File: src/rtl/blk_rd_stream_collector.sv
// Block-mode read stream collector: parses header/data/done framing, buffers the
// stream in a small FIFO toward the GLB, and keeps block/word counters and status flags.
module blk_rd_stream_collector #(
  parameter int unsigned               DATA_W     = 17,
  parameter int unsigned               FIFO_DEPTH = 4,
  parameter int unsigned               CNT_W      = 16,
  parameter logic [DATA_W-1:0]         DONE_TOKEN = 17'h10100
) (
  input  logic              clk,
  input  logic              rst,
  input  logic              clk_en,
  input  logic              flush,
  input  logic [DATA_W-1:0] in_data,
  input  logic              in_valid,
  output logic              in_ready,
  output logic [DATA_W-1:0] out_data,
  output logic              out_valid,
  input  logic              out_ready,
  output logic [CNT_W-1:0]  blk_count,
  output logic [CNT_W-1:0]  word_count,
  output logic              done,
  output logic              err
);

  localparam int unsigned AW = $clog2(FIFO_DEPTH);

  typedef enum logic [1:0] {S_HDR, S_DATA, S_DONE} state_t;

  state_t            r_state, w_state_nxt;
  logic [DATA_W-1:0] r_mem [FIFO_DEPTH];
  logic [AW:0]       r_wptr, r_rptr;
  logic [CNT_W-1:0]  r_rem, w_rem_nxt;
  logic [CNT_W-1:0]  r_blk, r_word;
  logic              r_done, r_err;

  logic w_full, w_empty, w_accept, w_pop, w_push;
  logic w_is_ctrl, w_is_done;
  logic w_blk_inc, w_word_inc, w_done_set, w_err_set;

  // Extra pointer MSB distinguishes full from empty when the index bits match.
  assign w_empty = (r_wptr == r_rptr);
  assign w_full  = (r_wptr[AW] != r_rptr[AW]) && (r_wptr[AW-1:0] == r_rptr[AW-1:0]);

  assign in_ready  = clk_en && !w_full && (r_state != S_DONE);
  assign out_valid = clk_en && !w_empty;
  assign out_data  = r_mem[r_rptr[AW-1:0]];
  assign w_accept  = in_valid && in_ready;
  assign w_pop     = out_valid && out_ready;

  assign w_is_ctrl = in_data[DATA_W-1];
  assign w_is_done = (in_data == DONE_TOKEN);

  assign blk_count  = r_blk;
  assign word_count = r_word;
  assign done       = r_done;
  assign err        = r_err;

  always_comb begin
    w_state_nxt = r_state;
    w_rem_nxt   = r_rem;
    w_push      = 1'b0;
    w_blk_inc   = 1'b0;
    w_word_inc  = 1'b0;
    w_done_set  = 1'b0;
    w_err_set   = 1'b0;
    if (w_accept) begin
      case (r_state)
        S_HDR: begin
          if (!w_is_ctrl) begin
            w_push = 1'b1;
            if (in_data[CNT_W-1:0] == '0) begin
              w_blk_inc = 1'b1;
            end else begin
              w_rem_nxt   = in_data[CNT_W-1:0];
              w_state_nxt = S_DATA;
            end
          end else if (w_is_done) begin
            w_push      = 1'b1;
            w_done_set  = 1'b1;
            w_state_nxt = S_DONE;
          end else begin
            w_err_set = 1'b1;
          end
        end
        S_DATA: begin
          if (!w_is_ctrl) begin
            w_push     = 1'b1;
            w_word_inc = 1'b1;
            w_rem_nxt  = r_rem - CNT_W'(1);
            if (r_rem == CNT_W'(1)) begin
              w_blk_inc   = 1'b1;
              w_state_nxt = S_HDR;
            end
          end else if (w_is_done) begin
            w_err_set   = 1'b1;
            w_push      = 1'b1;
            w_done_set  = 1'b1;
            w_state_nxt = S_DONE;
          end else begin
            w_err_set = 1'b1;
          end
        end
        default: ;
      endcase
    end
  end

  always_ff @(posedge clk) begin
    if (rst || flush) begin
      r_state <= S_HDR;
      r_wptr  <= '0;
      r_rptr  <= '0;
      r_rem   <= '0;
      r_blk   <= '0;
      r_word  <= '0;
      r_done  <= 1'b0;
      r_err   <= 1'b0;
    end else if (clk_en) begin
      r_state <= w_state_nxt;
      r_rem   <= w_rem_nxt;
      if (w_push) r_wptr <= r_wptr + 1'b1;
      if (w_pop)  r_rptr <= r_rptr + 1'b1;
      if (w_blk_inc  && (r_blk  != '1)) r_blk  <= r_blk  + 1'b1;
      if (w_word_inc && (r_word != '1)) r_word <= r_word + 1'b1;
      if (w_done_set) r_done <= 1'b1;
      if (w_err_set)  r_err  <= 1'b1;
    end
  end

  always_ff @(posedge clk) begin
    if (w_push && !rst && !flush) r_mem[r_wptr[AW-1:0]] <= in_data;
  end

endmodule

File: config.mk
export PLATFORM = sky130hd
export DESIGN_NAME = blk_rd_stream_collector
export DESIGN_NICKNAME = d
export VERILOG_FILES = /design/src/rtl/blk_rd_stream_collector.sv
export SDC_FILE = /design/constraint.sdc
export NUM_CORES = 1
export LEC_CHECK = 0
export CORE_MARGIN = 1
export CORE_UTILIZATION = 43
export DETAILED_ROUTE_END_ITERATION = 7
export GPL_TIMING_DRIVEN = 1
export SYNTH_ARGS = -nofsm -noshare
export SYNTH_HDL_FRONTEND = slang
export SYNTH_SLANG_ARGS = --single-unit
File: constraint.sdc
create_clock -name clk -period 3.28 [get_ports clk]
set_input_delay 0.656 -clock clk [delete_from_list [all_inputs] [get_ports clk]]
set_output_delay 0.656 -clock clk [all_outputs]
set_load 0.01 [all_outputs]
# --- Word-level counts from Yosys, hierarchy flattened ---
# Memories as Yosys holds them, arrays and structs flattened. A register that Yosys moved wholly into a read port is not among the register bits.
# Index checks and enable logic that the tools add are counted.
word_totals:
  ff_bits: 58
  ram_bits: 68
  in_bits: 23
  output_inout_bits: 53
  word_cells: 90
  n_memories: 1
op_classes:
  add_sub_neg: 5
  n_eq_ne: 14
  mux: 35
  n_reduce_logical: 27
memory_table:
  columns: ["memory", "words", "width", "read_ports", "rd_ports_with_merged_regs", "write_ports", "line_no", "text"]
  rows:
  - ["r_mem", 4, 17, 1, 1, 1, "30", "logic [DATA_W-1:0] r_mem [FIFO_DEPTH];"]
op_table:
  columns: ["cell", "n"]
  rows:
  - ["16-bit two-way mux", 3]
  - ["16-bit by 1-bit adder with 16-bit output (second input constant)", 2]
  - ["16-bit inequality test (second input constant)", 2]
  - ["16-bit one-hot mux with 2 select lines", 1]
  - ["1-bit two-way mux", 21]
  - ["17-bit == test (second input constant)", 1]
  - ["16-bit by 1-bit == test with 1-bit output (second input constant)", 1]
  - ["16-bit zero test", 1]
  - ["16-bit by 1-bit subtractor with 16-bit output (second input constant)", 1]
  - ["2-bit two-way mux", 7]
  - ["2-bit AND reduction", 6]
  - ["1-bit logical AND", 10]
  - ["2-bit inequality test (second input constant)", 4]
  - ["3-bit by 1-bit adder with 3-bit output (second input constant)", 2]
  - ["3-bit inequality test (second input constant)", 2]
  - ["6-bit AND reduction", 1]
  - ["5-bit AND reduction", 1]
  - ["1-bit zero test", 4]
  - ["1-bit one-hot mux with 2 select lines", 2]
  - ["2-bit one-hot mux with 2 select lines", 1]
  - ["3-bit == test", 1]
  - ["2-bit by 1-bit == test with 1-bit output (second input constant)", 1]
  - ["2-bit == test", 1]
  - ["2-bit zero test", 1]
  - ["other kinds (4)", 4]

# --- Longest topological paths before layout ---
logic_depth:
  depth_word: 11
  ltp_mapped: 9

# --- Worst setup path before layout ---
# OpenSTA, ideal clock, no wires.
synth_path:
  path_type: "flip-flop to output port"
  start: "register (tool-made name)"
  end: "output port out_data[10]"
  arrival_time_ns: 1.867
  slack_ns: 0.757
  path_stages_with_launch: 4
  n_path_buf: 2
  cell_sequence: "dfxtp_1 clkbuf_1 buf_1 mux4_2"
synth_rtl:
  columns: ["item", "line_no", "text"]
  rows:
  - ["to (decl)", "16", "output logic [DATA_W-1:0] out_data,"]

# --- Worst setup path in the final report ---
layout_path:
  start: "input port clk_en"
  end: "output port in_ready"
layout_via:
  elab_chain_len: 2
layout_rtl:
  columns: ["item", "line_no", "text"]
  rows:
  - ["from (decl)", "11", "input logic clk_en,"]
  - ["1-bit logical AND (2 in series)", "44", "assign in_ready = clk_en && !w_full && (r_state != S_DONE);"]
  - ["to (decl)", "15", "output logic in_ready,"]
# Every way passes these cells.

==> summary.txt <==
Power
  – Power, Total: roughly 3.7 mW
  – Peak VDD IR: 313.4 uV
  – P_leak: approximately 2.4 nW
  – PD cells: a little over 500 nW/um^2

Global routing
  – GRT Total Usage: around a fifth
  – Met1 Usage GRT: around 25%
  – Largest net degree at the start of global routing: 35
  – GRT met2 Usage: between 30% and 40%
  – Met3 Usage GRT: under 10%
  – Grt ovf: 0
  – Number of global-route vias before repair: roughly 4200
  – Initial antenna violation count: 0
  – First-pass GRT wire length: approximately 21000 microns
  – Grt peak-use layer: met2

Final layout
  – Synth-to-Final Area Change: 28.86%
  – Final Util: between 50% and 60%
  – Layout cells sized above 1: a little under an eighth
  – Final #Nets: 630
  – ANT cells: 0

Logic synthesis
  – Asr flop ratio synth: 0%
  – Synth cell types: 50
  – Seq/Total Area, Yosys: between 50% and 60%
  – Synthesized area per cell: about 11 sq um
  – Post-synthesis cell area: just under 6000 sq um
  – Top_reg_cell synth: edfxtp_1
  – Yosys warnings: 0
  – Synth Instances: ~510
  – Post-Synthesis Net Count: about 540
  – Synthesized flop and latch total: 128
  – Post-synth EDFFs: between 60 and 70

Clock tree
  – CTS Hold Bufs: 0
  – Clock Latency Late Sink: 0.41 ns
  – Depth of the CTS H-tree: 4
  – Clock transition at path regs: around 0.05 ns
  – Post-CTS Setup Repair Bufs: 0
  – CTS tree: yes
  – # resized after CTS: 0
  – Max clock buf depth: 2
  – # clock sinks: roughly 130
  – Num CTS Buffers: 17
  – CTS root buffer: clkbuf_16

STA
  – Relative slew slack: between 30% and 40%
  – Final setup fails: 0
  – Final hold violations: 0
  – Setup TNS Final: 0 ns
  – Max-slew violations: 0
  – Final cycle utilization of the critical path: 88.00%
  – Final min period: 2.886 ns
  – FMAX: approximately 0.35 GHz
  – RSZ-0062 raised after global routing: no
  – Max Clock Skew: about 0.0052 ns
  – Actual slew at the worst max-slew pin: 1.022 ns

Setup path
  – Path depth of the worst reg2reg path: 5
  – Worst setup EP type: output pin
  – Crit path buffers/inverters: 2
  – Worst setup path category: in -> out
  – CP top delay family: buffers and inverters
  – Slowest cell on the critical path: clkdlybuf4s50_1
  – End of the worst register-to-register path: blk_count[4]
  – Max incr delay on CP: about 0.66 ns
  – Cell occurring most often along the worst timing path: clkdlybuf4s50_1
  – Startpoint Class: input pin
  – Worst Setup SP: clk_en
  – Setup slack, reg-to-reg: 0.87 ns
  – Crit Path Max Fanout: 6
  – CP arrival: between 2 and 2.5 ns
  – Crit path depth: 4
  – Worst endpoint required time: between 2 and 3 ns
  – Critical-path cell list: clkdlybuf4s50_1 > o21ai_0 > a21oi_1 > clkdlybuf4s50_1
  – Worst r2r src: r_rem[11]

Drt
  – Via-to-Cell Ratio: 5.550
  – 1st-iter DRT viols: about 320
  – Post-route ant nets: 0
  – Drt drc: 0
  – Drt wl/cell: roughly 17 microns
  – Routed wire length: between 10000 and 15000 microns
  – Vias: ~4300
  – TritonRoute pass-1 iters: 5

Placement
  – DP Wirelength: approximately 8700 microns
  – GP Congestion: about 0.76
  – Port Buffers: 75

Die
  – Row cnt: 41
  – I/O Pins: 76
  – Die Y: around 120 microns
  – Die area: 13880 sq um
  – Core ar.: ~13000 sq um
  – DIE WIDTH: approximately 120 microns
  – Initial core utilization: ~45%

Outcome
  – Outcome: finished, final reports clean

Hold path
  – Hold Path End: err
  – Tightest Hold Check Type: reg -> reg
  – Hold path start: err
  – Worst Hold Depth: 2

Job
  – # Max-Cap Violations: 0
cell type report:
class	instances	area (sq um)
tap	172	215.2
clock buffer	22	464.2
sequential	128	3243
multi-input combinational	344	2381
timing repair buffer	94	943.4
clock inverter	10	135.1
fill	1110	5394
inverter	13	48.80
state kept, by name, indices dropped and copies added (netlist names), named ones only:
signal      flops
r_mem          68
blk_count      16
r_rem          16
word_count     16
r_rptr          3
r_wptr          3
r_state         2
done            1
err             1
metal layers:
| metal | share of wire (%) | vias to the layer above |
|---|---|---|
| met5 | 0 | - |
| met4 | 1.1 | 0 |
| met3 | 3.9 | 12 |
| met2 | 48 | 97 |
| met1 | 47 | 2110 |
| li1 | - | 2127 |
worst max-delay path by stage:
stage / to / slack (ns)
floorplan: out_data[10] / 0.76
global placement: blk_count[4] / 0.11
detailed placement: blk_count[11] / 0.05
CTS: in_ready / 0.43
global route: blk_count[3] / 0.29
finish: in_ready / 0.39
cell usage in the layout (no fill, tap or decap), drive strengths merged, types with 13 or more instances in the layout:
cell type / count
o21ai: 38
clkdlybuf4s50: 75
or4: 14
dfxtp: 60
o31ai: 14
nand3: 16
a21oi: 50
edfxtp: 68
or3: 21
buf: 19
inv: 13
mux4: 17
nand2: 40
nor2: 28
clkbuf: 22
per-stage QoR:
step                worst slack, ns  instances  hold WS (ns)  area, sq um
floorplan                    0.7567        509        0.4437         5767
global placement             0.1075        751        0.4392         6832
detailed placement          0.05295        751        0.4375         6832
CTS                          0.4334        783        0.4549         7431
global route                 0.2903        783        0.4841         7431
finish                       0.3936        783        0.4547         7431
kinds of logic (layout without fill, tap and decap cells):
kind of cell	after synthesis	in the layout	share of synthesized area (%)
and+or+nand+nor	170	170	16.38
AOI/OAI and AO/OA	133	133	13.82
DFF	128	128	56.24
buffers and inverters	37	139	2.582
muxes	22	22	7.507
xor gates and xnor gates	10	10	1.519
adders and majority gates	9	9	1.953
synth_stat cells (13+ instances only):
cell | instances | area [sq um]
nand2_1 | 40 | 150.1
nand3_1 | 16 | 80.08
o31ai_1 | 14 | 105.1
a21oi_1 | 50 | 250.2
inv_1 | 13 | 48.80
nor2_1 | 28 | 105.1
clkbuf_1 | 18 | 67.56
or3_1 | 21 | 131.4
mux4_2 | 17 | 382.9
edfxtp_1 | 68 | 2042
o21ai_0 | 35 | 175.2
dfxtp_1 | 60 | 1201
worst reg2reg max path: stages (launching register included):
cell and delay [ns]:
dfxtp_1 0.37, or4_4 0.60, nor4_4 0.32, a2bb2oi_2 0.32, or4_1 0.58, a21oi_1 0.14
where the power goes:
| group | internal [mW] | switching (mW) |
|---|---|---|
| Combinational | 0.0675 | 0.0910 |
| Clock | 1.23 | 0.662 |
| Sequential | 1.69 | 0.00477 |
Power figures use the tool's default switching activity.
